==> src/rtl/cpu_ctrl_fsm_ws.sv <==
// cpu_ctrl_fsm_ws: multicycle RISC control FSM with memory wait states, access timeout, resumable HALT and error state.
// Ports: clk_i/reset_i (sync, active-high); opcode_i/op_i from IR[15:11]; mem_ready_i access handshake;
//   resume_i leaves HALT; *_o datapath/PC/memory strobes, one-hot register/writeback selects, halt_o/err_o
//   status, instr_count_o/stall_count_o performance counters (live only when PERF_CNT_EN is defined).
// Macro: PERF_CNT_EN enables the saturating instruction/stall counters; undefined ties them to 0.
module cpu_ctrl_fsm_ws #(
    parameter int WAIT_CYCLES = 0,
    parameter int TIMEOUT     = 0,
    parameter int CNT_W       = 16
) (
    input  logic             clk_i,
    input  logic             reset_i,
    input  logic [2:0]       opcode_i,
    input  logic [1:0]       op_i,
    input  logic             mem_ready_i,
    input  logic             resume_i,
    output logic             pc_reset_o,
    output logic             pc_load_o,
    output logic             ir_load_o,
    output logic             addr_sel_o,
    output logic             write_o,
    output logic             loada_o,
    output logic             loadb_o,
    output logic             loadc_o,
    output logic             loads_o,
    output logic             loadm_o,
    output logic             asel_o,
    output logic             bsel_o,
    output logic             csel_o,
    output logic [1:0]       pc_sel_o,
    output logic [1:0]       mem_cmd_o,
    output logic [2:0]       reg_w_sel_o,
    output logic [2:0]       reg_a_sel_o,
    output logic [2:0]       reg_b_sel_o,
    output logic [3:0]       vsel_o,
    output logic             halt_o,
    output logic             err_o,
    output logic [CNT_W-1:0] instr_count_o,
    output logic [CNT_W-1:0] stall_count_o
);
    typedef enum logic [3:0] {S_RESET, S_IF, S_DEC, S_EXEC, S_MEM, S_WB, S_HALT, S_ERR} state_t;
    localparam logic [15:0] WAIT_L = 16'(WAIT_CYCLES);
    localparam logic [16:0] TO_L   = 17'(TIMEOUT);
    state_t      state_q, state_d;
    logic [15:0] cnt_q, cnt_d;
    logic        acc, done, tout;
    logic        is_movi, is_movr, is_alu, is_cmp, is_ldr, is_str, is_b, is_bl, is_bx, is_blx, is_hlt;
    assign is_movi = opcode_i == 3'b110 && op_i == 2'b10;
    assign is_movr = opcode_i == 3'b110 && op_i != 2'b10;
    assign is_alu  = opcode_i == 3'b101;
    assign is_cmp  = is_alu && op_i == 2'b01;
    assign is_ldr  = opcode_i == 3'b011;
    assign is_str  = opcode_i == 3'b100;
    assign is_b    = opcode_i == 3'b001;
    assign is_bl   = opcode_i == 3'b010 && op_i == 2'b11;
    assign is_bx   = opcode_i == 3'b010 && op_i == 2'b00;
    assign is_blx  = opcode_i == 3'b010 && op_i == 2'b10;
    assign is_hlt  = opcode_i == 3'b111;
    assign acc  = state_q == S_IF || state_q == S_MEM;
    assign done = acc && cnt_q >= WAIT_L && mem_ready_i;
    // The counter value after this stalled cycle reaching TIMEOUT aborts the access.
    assign tout = TIMEOUT != 0 && acc && !done && ({1'b0, cnt_q} + 17'd1 >= TO_L);
    always_comb begin
        state_d = state_q;
        case (state_q)
            S_RESET: state_d = S_IF;
            S_IF:    state_d = done ? S_DEC : tout ? S_ERR : S_IF;
            S_DEC:   state_d = (is_movi || is_b || is_bl) ? S_IF : is_hlt ? S_HALT :
                               (is_movr || is_alu || is_ldr || is_str || is_bx || is_blx) ? S_EXEC : S_ERR;
            S_EXEC:  state_d = (is_cmp || is_bx || is_blx) ? S_IF : (is_ldr || is_str) ? S_MEM : S_WB;
            S_MEM:   state_d = done ? (is_ldr ? S_WB : S_IF) : tout ? S_ERR : S_MEM;
            S_WB:    state_d = S_IF;
            S_HALT:  state_d = resume_i ? S_IF : S_HALT;
            default: state_d = S_ERR;
        endcase
        cnt_d = (acc && state_d == state_q) ? ((&cnt_q) ? cnt_q : cnt_q + 16'd1) : '0;
    end
    always_ff @(posedge clk_i) begin
        if (reset_i) begin
            state_q <= S_RESET;
            cnt_q   <= '0;
        end else begin
            state_q <= state_d;
            cnt_q   <= cnt_d;
        end
    end
    always_comb begin
        {pc_reset_o, pc_load_o, ir_load_o, addr_sel_o, write_o, loada_o, loadb_o} = '0;
        {loadc_o, loads_o, loadm_o, asel_o, bsel_o, csel_o, halt_o, err_o} = '0;
        pc_sel_o = 2'b00;
        mem_cmd_o = 2'b00;
        reg_w_sel_o = 3'b000;
        reg_a_sel_o = 3'b000;
        reg_b_sel_o = 3'b000;
        vsel_o = 4'b0000;
        case (state_q)
            S_RESET: begin
                pc_reset_o = 1'b1;
                pc_load_o  = 1'b1;
            end
            S_IF: begin
                addr_sel_o = 1'b1;
                mem_cmd_o  = 2'b10;
                ir_load_o  = done;
                pc_load_o  = done;
            end
            S_DEC: begin
                if (is_movi) begin
                    reg_w_sel_o = 3'b100;
                    write_o     = 1'b1;
                    vsel_o      = 4'b0100;
                end
                if (is_movr) begin
                    reg_b_sel_o = 3'b001;
                    loadb_o     = 1'b1;
                end
                if (is_alu) begin
                    reg_a_sel_o = 3'b100;
                    reg_b_sel_o = 3'b001;
                    loada_o     = 1'b1;
                    loadb_o     = 1'b1;
                end
                if (is_ldr) begin
                    reg_a_sel_o = 3'b100;
                    loada_o     = 1'b1;
                end
                if (is_str) begin
                    reg_a_sel_o = 3'b100;
                    reg_b_sel_o = 3'b010;
                    loada_o     = 1'b1;
                    loadb_o     = 1'b1;
                end
                if (is_b) begin
                    pc_load_o = 1'b1;
                    pc_sel_o  = 2'b01;
                end
                if (is_bl) begin
                    pc_load_o   = 1'b1;
                    pc_sel_o    = 2'b11;
                    reg_w_sel_o = 3'b100;
                    write_o     = 1'b1;
                    vsel_o      = 4'b1000;
                end
                if (is_bx || is_blx) begin
                    reg_b_sel_o = 3'b010;
                    loadc_o     = 1'b1;
                    csel_o      = 1'b1;
                end
            end
            S_EXEC: begin
                if (is_movr) begin
                    loadc_o = 1'b1;
                    asel_o  = 1'b1;
                end
                // CMP only updates status flags, never the C register.
                if (is_alu) begin
                    loadc_o = !is_cmp;
                    loads_o = is_cmp;
                end
                if (is_ldr) begin
                    loadm_o = 1'b1;
                    bsel_o  = 1'b1;
                end
                if (is_str) begin
                    loadc_o = 1'b1;
                    loadm_o = 1'b1;
                    bsel_o  = 1'b1;
                    csel_o  = 1'b1;
                end
                if (is_bx || is_blx) begin
                    pc_load_o = 1'b1;
                    pc_sel_o  = 2'b10;
                end
                if (is_blx) begin
                    reg_w_sel_o = 3'b100;
                    write_o     = 1'b1;
                    vsel_o      = 4'b1000;
                end
            end
            S_MEM:   mem_cmd_o = is_str ? 2'b01 : 2'b10;
            S_WB: begin
                reg_w_sel_o = 3'b010;
                write_o     = 1'b1;
                vsel_o      = is_ldr ? 4'b0010 : 4'b0001;
                mem_cmd_o   = is_ldr ? 2'b10 : 2'b00;
            end
            S_HALT:  halt_o = 1'b1;
            S_ERR:   err_o = 1'b1;
            default: ;
        endcase
    end
`ifdef PERF_CNT_EN
    logic [CNT_W-1:0] instr_q, stall_q;
    logic             enter_if;
    assign enter_if = state_d == S_IF && state_q inside {S_DEC, S_EXEC, S_MEM, S_WB, S_HALT};
    always_ff @(posedge clk_i) begin
        if (reset_i) begin
            instr_q <= '0;
            stall_q <= '0;
        end else begin
            if (enter_if && !(&instr_q)) instr_q <= instr_q + 1'b1;
            if (acc && !done && !(&stall_q)) stall_q <= stall_q + 1'b1;
        end
    end
    assign instr_count_o = instr_q;
    assign stall_count_o = stall_q;
`else
    assign instr_count_o = '0;
    assign stall_count_o = '0;
`endif
endmodule

==> config.mk <==
export PLATFORM = sky130hd
export DESIGN_NAME = cpu_ctrl_fsm_ws
export DESIGN_NICKNAME = d
export VERILOG_FILES = /design/src/rtl/cpu_ctrl_fsm_ws.sv
export SDC_FILE = /design/constraint.sdc
export NUM_CORES = 1
export LEC_CHECK = 0
export CORE_UTILIZATION = 30
export DETAILED_ROUTE_END_ITERATION = 7
export PLACE_DENSITY = 0.72
export SETUP_SLACK_MARGIN = 0.05
export SLEW_MARGIN = 10
export SYNTH_ARGS = -nofsm -noshare
export SYNTH_HDL_FRONTEND = slang
export SYNTH_SLANG_ARGS = --single-unit
==> constraint.sdc <==
create_clock -name clk_i -period 1.31 [get_ports clk_i]
set_clock_uncertainty 0.1 [all_clocks]
set_input_delay 0.262 -clock clk_i [delete_from_list [all_inputs] [get_ports clk_i]]
set_output_delay 0.262 -clock clk_i [all_outputs]
set_load 0.03 [all_outputs]
Word-level counts from Yosys, hierarchy flattened
Cells that the tools add are included.

Register bits: 20. Latch bits: 0. Bits in writable memories: 0. ROM bits: 0. Input bits: 9. Output and inout bits: 64. Word-level logic and storage cells: 118. Memories: 0.

Add/subtract/negate cells: 1. Multiply operators: 0. Divide/modulo/power cells: 0. Magnitude comparators: 1. Equal/unequal tests: 19. Shifts and indexed selects: 0. Multiplexer cells: 67. Bitwise operators: 1. Reductions and logical operators: 27.

Operators with widths (count): 3-bit two-way mux (19); 1-bit two-way mux (31); 3-bit case mux with 6 select lines (1); 16-bit by 1-bit adder with 16-bit output, second input constant (1); 4-bit by 3-bit == test with 1-bit output, second input constant (4); 16-bit by 1-bit >= comparator with 1-bit output, second input constant (1); 16-bit AND reduction (1); 3-bit == test, second input constant (4); 1-bit logical OR (12); 2-bit two-way mux (6); 4-bit case mux with 3 select lines (1); 1-bit logical AND (9); 3-bit case mux with 3 select lines (1); 4-bit by 2-bit == test with 1-bit output, second input constant (2); 4-bit two-way mux (2); 3-bit by 2-bit == test with 1-bit output, second input constant (2); 2-bit case mux with 3 select lines (1); 2-bit == test, second input constant (2); 4-bit by 1-bit == test with 1-bit output, second input constant (1); 4-bit == test (1); 4-bit logical NOT (1); 1-bit case mux with 2 select lines (2); 1-bit case mux with 4 select lines (1); 2-bit case mux with 2 select lines (1); other kinds (8) (9).

Logic depth before layout (Yosys ltp)
Gate-level depths: netlist of run 1.

Depth in word-level cells: 15. Depth in mapped cells: 6. Mapped depth without buffers: 4.

Least setup slack after synthesis of run 1
No wires, ideal clock.

Path kind: register to register. Start: register state_q[0]. End: register state_q[1]. Setup time: 70 ps. Data arrival time: 1871 ps. Data required time: 1140 ps. Path slack: -730 ps. Stages on the path, launching flop included: 6. Path buffers: 1. Clock period less this slack: 2040 ps. Cells stage by stage: dfxtp_1 > buf_6 > nor3b_1 > and2_1 > a21oi_1 > a21oi_1.

Word-level cells in the longest chain between the ends: 6. Elaborated cells on any way between the ends: 14. Those cells by class: 6 x eq/ne; 3 x mux; 5 x reduce/logical.

Ends and longest elaborated chain: start: declaration (line 44) `state_t state_q, state_d;`; start signal: assignment (line 83) `state_q <= state_d;`; 4-bit by 1-bit == test with 1-bit output or 4-bit by 3-bit == test with 1-bit output (tied branches) (line 59, 65); 1-bit logical OR (line 59) `assign acc = state_q == S_IF || state_q == S_MEM;`; 1-bit logical AND (2 in a row) (line 60) `assign done = acc && cnt_q >= WAIT_L && mem_ready_i;`; 3-bit two-way mux or 2-bit two-way mux (tied branches) (line 71, 67); 3-bit case mux with 6 select lines (*) (line 65) `case (state_q)`.

Mark *: on every way between the ends. The rest lies on a longest branch, timed or not. A chain may end at the register's enable or synchronous reset.

Final worst setup path of run 1
Start: register state_q[2]. End: output write_o.

Word-level cells in the longest chain between the ends: 2. Elaborated cells on any way between the ends: 4. Those cells by class: 3 x eq/ne; 1 x mux.

Ends and longest elaborated chain: 4-bit by 3-bit == test with 1-bit output or 4-bit by 2-bit == test with 1-bit output (tied branches) (line 96) `case (state_q)`; 1-bit case mux with 3 select lines (*) (line 96); end: declaration (line 21) `output logic write_o,`.

Marked as above.

==> results by group, run 1 <==
GRT
  • Vias in the first global route: 1,193
  • Initial antenna violation count: 0
  • First-pass GRT wire length: 5480 microns
  • GRT Overall Usage: 0.208
  • GRT Residual Overflow: 0
  • Largest net degree at the start of global routing: 13

Pwr
  • P_leak: 0.000959 uW
  • VDD IR max: 265 uV
  • Total power: 1110 uW
  • Pwr Density: 513 mW/mm^2

Timing
  • Final period util: 1.35
  • RSZ-0062 raised after global routing: true
  • Setup ws final: -0.461 ns
  • Period minus WS final: 1.77 ns
  • Slew Limit Fails: 0
  • Hold slack: 0.477 ns
  • Max Clk Rate: 565 MHz
  • Count of final setup violators: 31
  • Final hold viol count: 0

Layout
  • Area growth syn-to-layout: 125%
  • Final core area utilization: 0.707
  • Share of layout cells above drive strength 1: 0.671
  • Reg with most FFs: state_q
  • Largest register FFs: 3
  • Commonest non-fill, non-tap cell in the layout: buf_6
  • Ant diodes: 0
  • Non-Filler Instances: 269
  • Most frequent cells in the layout: buf_6, conb_1, buf_4, nor2_4, nor3_4
  • Nets: 235
  • Largest regs: state_q (3)

Logic synthesis
  • Gate Count Post-Synth: 143
  • Synth Area in Compound Gates: 0.180
  • Number of flops mapped to enable cells by yosys: 0
  • Top cell type's share of synthesized area: 0.313
  • Yosys warning total: 0
  • Multiplexer share of the synthesized area: 0.0104
  • Post-Synth XOR/XNOR Area: 0.00911
  • Ys async rst share: 0
  • Main synth FF type: dfxtp_1
  • Top cell type by total area after synthesis: buf_4
  • Avg Inst Size Synth: 6.72 sq um
  • Post-Synth Simple-Gate Area: 0.363
  • Yosys cell types: 43
  • Main combinational cell family by area after synthesis: buffers and inverters
  • Synth Register Bits: 3
  • Synth top area cells: buf_4, dfxtp_1, nor2_1
  • Synth Area in Adders: 0
  • Post-Syn Area: 961 sq um
  • Post-synthesis sequential area ratio: 0.0625

Placement
  • Port bufs: 36
  • HPWL Detailed: 2460 microns
  • Placed cell count: 252
  • Dpl ws: -0.855 ns
  • Gpl congestion: 0.823

Detailed routing
  • Via count: 1,246
  • Starting DRT DRC Count: 29
  • Vias per cell: 4.63
  • DRC Markers: 0
  • Drt first pass iters: 4
  • Routed WL: 3580 microns
  • DR WL/cell: 13.3 microns
  • ANT nets after route: 0

Worst setup path
  • Crit path largest cell delay: 0.34 ns
  • CP Cell Sequence: and2b_4 -> buf_6 -> nand3_4 -> o21ai_4 -> buf_6
  • Worst path slowest cell: dfxtp_2
  • Kind of critical path: flop to primary output
  • Most used cell, CP: buf_6
  • Worst Path Buf+Inv: 2
  • Worst EP arrival: 1.41 ns
  • CP delay by family, top: simple AND/OR/NAND/NOR gates
  • CP endpoint kind: primary output
  • Critical Path Source Type: flop
  • CP required: 0.95 ns
  • CP Max Fanout: 5

Clocking
  • Hold buffer count at CTS: 0
  • Max clock buf depth: 2
  • CTS Root Buffer Type: clkbuf_4
  • Clock sinks: 3
  • CTS H-tree depth: 1
  • Worst-skew pair later-pin latency: 0.25 ns
  • CTS tree: built
  • Worst-path clk slew: 0.05 ns
  • CTS buffer count: 3

Floorplanning
  • Die area: 0.00343 sq mm
  • IO Pins: 73
  • Row count: 20
  • Core Region: 0.00305 sq mm
  • Die X: 58.6 microns
  • DIE HEIGHT: 58.6 microns
  • Initial Util: 0.315

Status
  • Status: complete, but fails checks
  • Violated checks: setup timing

Hold path
  • Worst min-delay path class: primary input to flop

Job
  • Maxcap violations: 0
## metrics by stage
step	setup TNS (ns)	cell area (sq um)
final	-10.09	2160
after floorplan	-3.15	1470
after global placement	-18.05	1690
after detailed placement	-18.77	1690
after global routing	-11.52	2160
after CTS	-9.90	2100
## per-layer routing
layer  share of wire  track usage
met5               0            0
met4           0.035        0.102
met3           0.051       0.0242
met2            0.55        0.396
met1            0.37        0.225
## cells by family (layout without fill, tap and decap cells)
logic type      count (synthesis)  in the layout
compound gates                 26             26
xor+xnor                        1              1
buf+inv                        50             97
flops                           3              3
mux                             1              1
other cells                     1             36
simple gates                   61             61
## power by group
group	internal [uW]	leakage, uW	switching (uW)	total (uW)
Combinational	341	0.000918	478	819
Sequential	99.2	0.0000260	11.5	111
Clock	115	0.0000150	62.1	177
Total	556	0.000959	551	1110
## cell usage after synthesis (2+ instances only)
| library cell | n |
|---|---|
| nor3b_1 | 2 |
| nor4_1 | 2 |
| nor2b_1 | 4 |
| buf_4 | 40 |
| o22ai_1 | 2 |
| dfxtp_1 | 3 |
| clkbuf_1 | 2 |
| buf_2 | 3 |
| a21oi_1 | 6 |
| nor3_1 | 5 |
| nor2_1 | 15 |
| buf_6 | 2 |
| and3_1 | 3 |
| a21o_1 | 2 |
| nand2_1 | 7 |
| nand3b_1 | 2 |
| nand3_1 | 3 |
| a211oi_1 | 2 |
| nand2b_1 | 4 |
| and2_1 | 2 |
| inv_1 | 3 |
| nor3_2 | 2 |
| o21ai_0 | 7 |
## worst reg2reg max path, delay by kind of cell (launching register included)
family / cells / cell delay [ns]
compound gates: 3 / 0.67
flops: 1 / 0.33
buf+inv: 3 / 0.37
## path summary, 6_finish.rpt
path | start | endpoint | slack (ns) | cells after the start
max | state_q[2] | write_o | -0.46 | 5
min | opcode_i[2] | state_q[2] | 0.48 | 5
max reg2reg | state_q[1] | state_q[2] | -0.22 | 6
min reg2reg | state_q[2] | state_q[2] | 0.64 | 3
## area by class of cell
class | instances | area [sq um]
multi-input cells | 125 | 1100
repair buffers | 90 | 896
fillers | 231 | 895
flip-flops and latches | 3 | 66.3
well taps | 44 | 55.1
clock buffers | 4 | 26.3
inverters | 3 | 16.3
## timing repair
action	4_1_cts	5_1_grt
setup buffers	14	5
pin swaps	26	10
hold endpoints to repair	0	0
cloned	0	0
gates resized for setup	97	17
setup endpoints to repair	31	31
Note: power is estimated with default switching activity, not from simulation.
==> inputs of run 2 (changes only) <==
--- a/config.mk
+++ b/config.mk
@@ -5,9 +5,11 @@
 export SDC_FILE = /design/constraint.sdc
 export NUM_CORES = 1
 export LEC_CHECK = 0
+export ABC_AREA = 1
 export CORE_UTILIZATION = 30
+export CTS_CLUSTER_SIZE = 10
 export DETAILED_ROUTE_END_ITERATION = 7
-export PLACE_DENSITY = 0.72
+export PLACE_DENSITY = 0.73
 export SETUP_SLACK_MARGIN = 0.05
 export SLEW_MARGIN = 10
 export SYNTH_ARGS = -nofsm -noshare
==> constraint.sdc (replaced) <==
create_clock -name clk_i -period 1.7 [get_ports clk_i]
set_clock_uncertainty 0.1 [all_clocks]
set_input_delay 0.34 -clock clk_i [delete_from_list [all_inputs] [get_ports clk_i]]
set_output_delay 0.34 -clock clk_i [all_outputs]
set_load 0.03 [all_outputs]
==> run 2 against run 1 <==
The flow still finishes with violations (setup timing). Hold slack better by 0.11 ns. Sequential share of layout area up 0.40 points. Setup slack better by 0.26 ns. Combinational power down 15%. Sequential cell count unchanged. First-iteration DRC count up 10%. Clock power down 30%. Via count down 0.48%. Count of clock-buffer cells in the layout unchanged. Synthesized cell count up 4.2%.
==> results by group, run 2 <==
Status
  • Status: complete, but fails checks
  • Violated checks: setup timing

Worst setup path
  • CP Cell Sequence: buf_6 -> buf_6 -> nor2_4 -> nand4_1 -> buf_4 -> nand2_2 -> nand2_2 -> nand3_1 -> buf_6
  • RR Endpoint: state_q[1]
  • CP required: 1.26 ns
  • CP endpoint kind: primary output
  • Worst EP arrival: 1.46 ns
  • CP Max Fanout: 4
  • R2R cell count: 9
  • Most used cell, CP: buf_6
  • Crit path largest cell delay: 0.20 ns
  • Critical Path Source Type: primary input
  • Worst Path Buf+Inv: 4
  • CP delay by family, top: buffers and inverters
  • Worst setup startpoint: opcode_i[0]
  • Reg2Reg Setup Slack: 0.14 ns
  • Kind of critical path: primary input to primary output
  • Worst path slowest cell: buf_4
  • Reg2reg start: state_q[0]

GRT
  • GRT Residual Overflow: 0
  • Largest net degree at the start of global routing: 6
  • First-pass GRT wire length: 4940 microns
  • Initial antenna violation count: 0
  • Vias in the first global route: 1,125
  • GRT Overall Usage: 0.229

Clocking
  • Worst-skew pair later-pin latency: 0.23 ns
  • Clock sinks: 3
  • CTS Root Buffer Type: clkbuf_4
  • Hold buffer count at CTS: 0
  • CTS tree: built
  • CTS H-tree depth: 1
  • Max clock buf depth: 2
  • Worst-path clk slew: 0.04 ns
  • CTS buffer count: 3

Pwr
  • VDD IR max: 351 uV
  • P_leak: 0.00103 uW
  • Pwr Density: 460 mW/mm^2

Floorplanning
  • IO Pins: 73
  • Die X: 54.9 microns
  • Die area: 0.00301 sq mm
  • Row count: 18
  • Core Region: 0.00257 sq mm
  • DIE HEIGHT: 54.9 microns
  • Initial Util: 0.327

Job
  • Maxcap violations: 0

Layout
  • Largest regs: state_q (3)
  • Commonest non-fill, non-tap cell in the layout: buf_6
  • Largest register FFs: 3
  • Area growth syn-to-layout: 136%
  • Ant diodes: 0
  • Final core area utilization: 0.773
  • Fillers: 181
  • Final instance area: 0.00198 sq mm
  • Nets: 251
  • Most frequent cells in the layout: buf_6, buf_4, conb_1
  • Share of layout cells above drive strength 1: 0.651
  • Reg with most FFs: state_q

Logic synthesis
  • Top cells by count, synth: buf_4, inv_1, nand2_1
  • Main synth FF type: dfxtp_1
  • Synth Area in Compound Gates: 0.113
  • Top cell type's share of synthesized area: 0.340
  • Synth top area cells: buf_4, inv_1, nand2_1
  • Top cell type by total area after synthesis: buf_4
  • Main combinational cell family by area after synthesis: buffers and inverters
  • Number of flops mapped to enable cells by yosys: 0
  • Multiplexer share of the synthesized area: 0
  • Post-Syn Area: 840 sq um
  • Synth Area in Adders: 0
  • Yosys cell types: 21
  • Ys async rst share: 0
  • Post-Synth Simple-Gate Area: 0.350
  • Post-synthesis sequential area ratio: 0.0715
  • Yosys warning total: 0
  • Count leader, synth: buf_4
  • Gate Count Post-Synth: 149
  • Avg Inst Size Synth: 5.63 sq um
  • Synth Register Bits: 3
  • Post-Synth XOR/XNOR Area: 0

Timing
  • Setup ws final: -0.202 ns
  • Period minus WS final: 1.90 ns
  • Max Clk Rate: 526 MHz
  • Hold slack: 0.590 ns
  • Final period util: 1.12
  • Count of final setup violators: 22
  • Final hold viol count: 0
  • Fin Setup TNS: -2.21 ns
  • Slew Limit Fails: 0
  • RSZ-0062 raised after global routing: true

Placement
  • Dpl ws: -0.554 ns
  • HPWL Detailed: 2100 microns
  • Post-place instance area: 0.00138 sq mm
  • Port bufs: 36
  • Gpl congestion: 0.875

Detailed routing
  • Via count: 1,240
  • Vias per cell: 4.58
  • Drt first pass iters: 4
  • Starting DRT DRC Count: 32
  • Met1 Wirelength: 1300 microns
  • Routed WL: 3850 microns
  • DR top layer: met4
  • DR WL/cell: 14.2 microns
  • Met2 Routed Length: 2200 microns
  • DRC Markers: 0
  • Metal3 WL: 205 microns
  • ANT nets after route: 0

Hold path
  • Hold EP: state_q[2]
  • Worst Hold Launch: reset_i
  • Worst min-delay path class: primary input to flop
  • Hold Crit Depth: 2
[run 2: cell types whose count changed after synthesis, moves of 4 or more]
cell and delta:
nor2_1 +7, nand2_1 +17, inv_1 +21, nand3_1 +9
nand2b_1 -4, nor2b_1 -4
[run 2: logic make-up (layout without fill, tap and decap cells)]
family / count (synthesis) / in the layout
buffers and inverters: 63 / 120
DFF: 3 / 3
other: 1 / 36
AOI/OAI and AO/OA: 16 / 16
and+or+nand+nor: 66 / 66
[run 2: how the worst max path moves through the flow]
stage / to / slack (ns) / cells after the start
after floorplan: mem_cmd_o[1] / -0.14 / 6
after global placement: vsel_o[3] / -0.54 / 8
after CTS: vsel_o[3] / -0.13 / 8
after detailed placement: vsel_o[3] / -0.55 / 8
final: write_o / -0.20 / 9
after global routing: write_o / -0.26 / 9
[run 2: layout make-up]
cell class                      count  area [sq um]  share of cell area
Multi-Input combinational cell    118           836               0.421
Inverter                           24           125              0.0631
Tap cell                           30          37.5              0.0189
Clock buffer                        4          26.3              0.0132
Timing Repair Buffer               92           891               0.449
Sequential cell                     3          68.8              0.0347
[run 2: per-layer routing]
| layer | GRT usage | vias to the layer above |
|---|---|---|
| met5 | 0 | - |
| met4 | 0.0875 | 0 |
| met3 | 0.0164 | 14 |
| met2 | 0.474 | 71 |
| met1 | 0.231 | 578 |
| li1 | - | 577 |
[run 2: report_power, final]
group / leakage, uW / switching (uW) / total (uW) / internal, uW
clock network: 0.0000150 / 36.4 / 124 / 87.9
registers: 0.0000264 / 10.4 / 90.9 / 80.5
logic: 0.000990 / 418 / 698 / 280
[run 2: through the flow]
step                      power (uW)  std cells
after global routing             953        271
after global placement           563        245
final                            913        271
after detailed placement         567        245
after floorplan                  470        184
after CTS                        805        260
[run 2: timing repair]
| action | 4_1_cts | 5_1_grt |
|---|---|---|
| setup endpoints to repair | 28 | 25 |
| resized for setup | 98 | 43 |
| setup buffers | 11 | 11 |
| pin swaps | 20 | 17 |
==> patch 1 (settings of run 1) <==
Re-encode `state_t` (8 states) as one-hot, 8 bits wide.
--- a/src/rtl/cpu_ctrl_fsm_ws.sv
+++ b/src/rtl/cpu_ctrl_fsm_ws.sv
@@ -39,5 +39,5 @@
     output logic [CNT_W-1:0] stall_count_o
 );
-    typedef enum logic [3:0] {S_RESET, S_IF, S_DEC, S_EXEC, S_MEM, S_WB, S_HALT, S_ERR} state_t;
+    typedef enum logic [7:0] {S_RESET = 8'b00000001, S_IF = 8'b00000010, S_DEC = 8'b00000100, S_EXEC = 8'b00001000, S_MEM = 8'b00010000, S_WB = 8'b00100000, S_HALT = 8'b01000000, S_ERR = 8'b10000000} state_t;
     localparam logic [15:0] WAIT_L = 16'(WAIT_CYCLES);
     localparam logic [16:0] TO_L   = 17'(TIMEOUT);
Formal check against the unedited RTL: same outputs for any inputs over 10 cycles, from zero or initial values and one cycle with reset_i high; not proved beyond that.
==> patch 1 against run 1 <==
The flow still finishes with violations (negative setup slack); final area up 14%; wire length grew 21%; sequential cell count increased by 5; setup slack lost 0.58 ns; first-iteration DRC count is 140% higher; utilization is 5.2 points lower; power fell by 5.5%; area after synthesis up 26%; critical endpoint is now mem_cmd_o[1].
==> patch 1: results (changes against run 1) <==
Leakage Power: 0.001075 uW (was 0.0009590 uW)
Crit path max-delay cell type: or4b_2 (was dfxtp_2)
Routability Congestion: 0.8683 (was 0.8228)
Reg2Reg Depth: 6 (unchanged)
Fraction of layout cells with a size suffix above 1: 62.04% (was 67.11%)
Number of global-route vias before repair: 1,416 (was 1,193)
Top routing layer used: met4 (unchanged)
Yosys cell types: 44 (was 43)
Wire length on met3: 243 microns (was 184 microns)
Synth top area cells: buf_4, dfxtp_1, nand2b_1 (was buf_4, dfxtp_1, nor2_1)
Violated checks: negative setup slack (unchanged)
GRT Total Usage: 18.69% (was 20.76%)
Yosys warning total: 0 (unchanged)
Average wire per cell in the routed design: 13.51 microns (was 13.32 microns)
CTS-repair resized insts: 48 (was 97)
Post-synth top flop: dfxtp_1 (unchanged)
Status: complete, but fails checks (unchanged)
Post-CTS setup buffer count: 11 (was 14)
Worst EP arrival: 1.99 ns (was 1.41 ns)
Via count: 1,550 (was 1,246)
Global-route met1 utilization: 24.77% (was 22.50%)
Global-route met3 utilization: 3.125% (was 2.418%)
Cell internal power dissipation: 623.3 uW (was 555.7 uW)
Routed metal-1 wire length: 1.849 mm (was 1.315 mm)
Cell at the root of the clock tree: clkbuf_8 (was clkbuf_4)
Area share of the largest cell type after synthesis: 23.48% (was 31.25%)
Cell family contributing the most delay on the critical path: simple AND/OR/NAND/NOR gates (unchanged)
Worst skew pair latency: 0.22 ns (was 0.25 ns)
Maximum number of pins on one net before global-route repair: 15 (was 13)
Sequential fraction of the synthesis area: 13.18% (was 6.250%)
Nets: 285 (was 235)
Top fanout value on the critical path: 3 (was 5)
Placed wire-length estimate after detailed placement: 3.007 mm (was 2.464 mm)
Hold Path Cell Cnt: 3 (was 5)
Starting DRT DRC Count: 69 (was 29)
Number of H-tree branching levels: 1 (unchanged)
Met2 wirelength from detailed routing: 2.233 mm (was 1.958 mm)
Wire length of the first global-routing pass: 6.354 mm (was 5.478 mm)
Maximum single-stage delay on the critical path: 0.64 ns (was 0.34 ns)
Ranking of synthesized cells by instance count: buf_4, nor2_1, nand2b_1, nand2_1, a21oi_1 (was buf_4, nor2_1, nand2_1, o21ai_0, a21oi_1)
CTS Buf Count: 3 (unchanged)
Count of final setup violators: 35 (was 31)
Worst-case vdd ir drop: 0.0004178 V (was 0.0002651 V)
Post-route setup slack: -1.040 ns (was -0.4614 ns)
Met2 track demand over resource in global routing: 32.14% (was 39.57%)
Antenna cells: 0 (unchanged)
Registers with the highest flip-flop counts: state_q: 8 flops (was state_q: 3 flops)
Maximum clock path buffer count: 2 (unchanged)
[patch 1: logic make-up after synthesis]
logic type / count (synthesis) / synth area share, %
compound gates: 32 / 18.44
xor+xnor: 2 / 1.442
buf+inv: 56 / 30.28
flops: 8 / 13.18
other cells: 1 / 0.3087
simple gates: 76 / 36.35
[patch 1: layout make-up]
cell class	instances	area, sq um
repair buffers	107	965.9
inverters	9	40.04
flip-flops and latches	8	167.7
clock buffers	3	41.29
multi-input cells	147	1195
fillers	308	1301
well taps	48	60.06
[patch 1: per-stage QoR]
stage / TNS, ns / instance area [sq um] / utilization (%) / setup slack [ns] / std cells
final: -31.75 / 2470 / 65.49 / -1.040 / 322
after global routing: -33.63 / 2470 / 65.49 / -1.125 / 322
after CTS: -31.87 / 2290 / 60.72 / -1.037 / 316
after detailed placement: -26.10 / 1997 / 52.95 / -0.8462 / 303
after global placement: -25.83 / 1997 / 52.95 / -0.8641 / 303
after floorplan: -26.08 / 1575 / - / -1.071 / 210
[patch 1: power groups by stage]
stage	Clock [uW]	Combinational, uW	Sequential (uW)
6_report	288	502	257
4_1_cts	295	471	256
3_5_place_dp	0	435	258
2_1_floorplan	0	371	260
5_1_grt	315	530	257
3_3_place_gp	0	433	258
[patch 1: worst register-to-register path, cell delays in order, from the launching register on]
cell and delay [ns]:
dfxtp_2 0.32, buf_6 0.11, or4_4 0.58, buf_4 0.17, or4_4 0.51, a41o_4 0.26, a41oi_2 0.15
[patch 1: worst paths after layout]
| path | start | to | slack (ns) |
|---|---|---|---|
| setup / recovery | state_q[6] | mem_cmd_o[1] | -1.04 |
| hold reg to reg | state_q[2] | state_q[2] | 0.70 |
| hold / removal | resume_i | state_q[6] | 0.69 |
| setup reg to reg | state_q[3] | state_q[1] | -0.97 |
==> patch 2 (settings of run 1) <==
Made on the original files. Build with the macro `PERF_CNT_EN` defined.
--- a/src/rtl/cpu_ctrl_fsm_ws.sv
+++ b/src/rtl/cpu_ctrl_fsm_ws.sv
@@ -4,4 +4,6 @@
 //   status, instr_count_o/stall_count_o performance counters (live only when PERF_CNT_EN is defined).
 // Macro: PERF_CNT_EN enables the saturating instruction/stall counters; undefined ties them to 0.
+`define PERF_CNT_EN
+
 module cpu_ctrl_fsm_ws #(
     parameter int WAIT_CYCLES = 0,
Formal check against the unedited RTL: not equivalent (Yosys sat finds a counterexample within 4 cycles, from zero or initial values and one cycle with reset_i high).
==> patch 2 against run 1 <==
The run still ends with negative setup slack left; area after synthesis rose by 140%; largest cell class is now non-clock buffers; sequential share of layout area rose by 12 points; setup slack got worse by 0.53 ns; final area rose by 140%; largest power group unchanged; power rose to 2.9 times the old value; wire length rose by 150%; synthesized cell count rose by 110%; first-iteration DRC count rose to 4.9 times the old value; combinational power rose by 45%; sequential cell count rose by 32.
==> patch 2: results (changes against run 1) <==
Routed metal-1 wire length: 3.372 mm (was 1.315 mm)
Global-route met3 utilization: 4.198% (was 2.418%)
Starting DRT DRC Count: 143 (was 29)
Xor/xnor cell area share of the yosys netlist: 6.981% (was 0.9115%)
Wire length on met3: 465 microns (was 184 microns)
Cell at the root of the clock tree: clkbuf_8 (was clkbuf_4)
Instance count of the mapped netlist: 303 (was 143)
Wirelength, routed: 8.909 mm (was 3.584 mm)
Net switching fraction of the power: 32.31% (was 49.81%)
Status: complete, but fails checks (unchanged)
Complex-gate fraction of the synthesized area: 17.23% (was 17.97%)
Maximum single-stage delay on the critical path: 0.37 ns (was 0.34 ns)
Ranking of synthesized cells by instance count: dfxtp_1, nor2_1, a21oi_1, nand2_1, xor2_1 (was buf_4, nor2_1, nand2_1, o21ai_0, a21oi_1)
Port Buf Inserts: 68 (was 36)
Multiplexer share of the synthesized area: 1.385% (was 1.042%)
Met2 track demand over resource in global routing: 41.89% (was 39.57%)
Number of H-tree branching levels: 2 (was 1)
Met2 wirelength from detailed routing: 4.871 mm (was 1.958 mm)
Average wire per cell in the routed design: 14.95 microns (was 13.32 microns)
Nets: 507 (was 235)
Tightest Hold Check Type: reg -> reg (was in -> reg)
Worst EP arrival: 2.42 ns (was 1.41 ns)
Top fanout value on the critical path: 7 (was 5)
Placed cell count: 550 (was 252)
Global-route met1 utilization: 24.60% (was 22.50%)
Adder-cell share of the synthesized area: 1.108% (was 0%)
Violated checks: negative setup slack (unchanged)
Post-route setup slack: -0.9870 ns (was -0.4614 ns)
CTS Buf Count: 5 (was 3)
Total cell area at the placement stage: 3926 sq um (was 1694 sq um)
Sequential fraction of the synthesis area: 31.02% (was 6.250%)
Worst-case setup slack after placement: -1.431 ns (was -0.8548 ns)
Drt via density: 5.020 (was 4.632)
Leakage Power: 0.002142 uW (was 0.0009590 uW)
Worst skew pair latency: 0.29 ns (was 0.25 ns)
Final-layout worst hold slack: 0.4727 ns (was 0.4765 ns)
Maximum number of pins on one net before global-route repair: 36 (was 13)
Number of global-route vias before repair: 3,030 (was 1,193)
Count of final setup violators: 63 (was 31)
[patch 2: metrics by stage]
step | TNS, ns | power, uW | utilization [%]
2_1_floorplan | -20.80 | 1628 | -
6_report | -41.92 | 3179 | 70.02
3_5_place_dp | -56.04 | 1908 | 54.13
5_1_grt | -46.56 | 3316 | 70.02
3_3_place_gp | -53.74 | 1898 | 54.13
4_1_cts | -37.31 | 3096 | 65.76
[patch 2: cell families (layout without fill, tap and decap cells)]
family          after synthesis  after routing
other cells                   1              4
buf+inv                      33            224
compound gates               64             64
xor+xnor                     18             18
fa+ha+maj                     2              2
mux                           3              3
simple gates                147            147
flops                        35             35
[patch 2: final timing paths]
path                                         from           endpoint  cells past startpoint
worst max-delay path                   state_q[0]   instr_count_o[4]                      9
worst min-delay path            instr_count_o[15]  instr_count_o[15]                      3
worst max register to register         state_q[0]   instr_count_o[4]                      9
worst min register to register  instr_count_o[15]  instr_count_o[15]                      3
[patch 2: cell type report]
type | instances | area (sq um)
Clock inverter | 2 | 13.76
Multi-Input combinational cell | 238 | 1948
Fill cell | 573 | 2175
Sequential cell | 35 | 777.0
Tap cell | 99 | 123.9
Clock buffer | 6 | 93.84
Timing Repair Buffer | 209 | 2088
Inverter | 7 | 33.78
[patch 2: worst reg2reg max path: cells and delay by family (launching register included)]
family	cells	cell delay (ns)
AOI/OAI and AO/OA	3	0.52
buffers and inverters	3	0.51
DFF	1	0.37
and+or+nand+nor	3	0.74
[patch 2: power by group through the flow]
stage	clock (uW)	sequential, uW	combinational (uW)
after global routing	971	1090	1260
after CTS	928	1090	1080
after floorplan	0	1120	506
after global placement	0	1120	781
after detailed placement	0	1120	791
final	903	1090	1190
[patch 2: timing repair]
action,in CTS,in global routing
endpoints found under the setup margin,95,93
resized for setup,168,65
pin swaps,52,36
buffers inserted,20,30
cloned,2,0
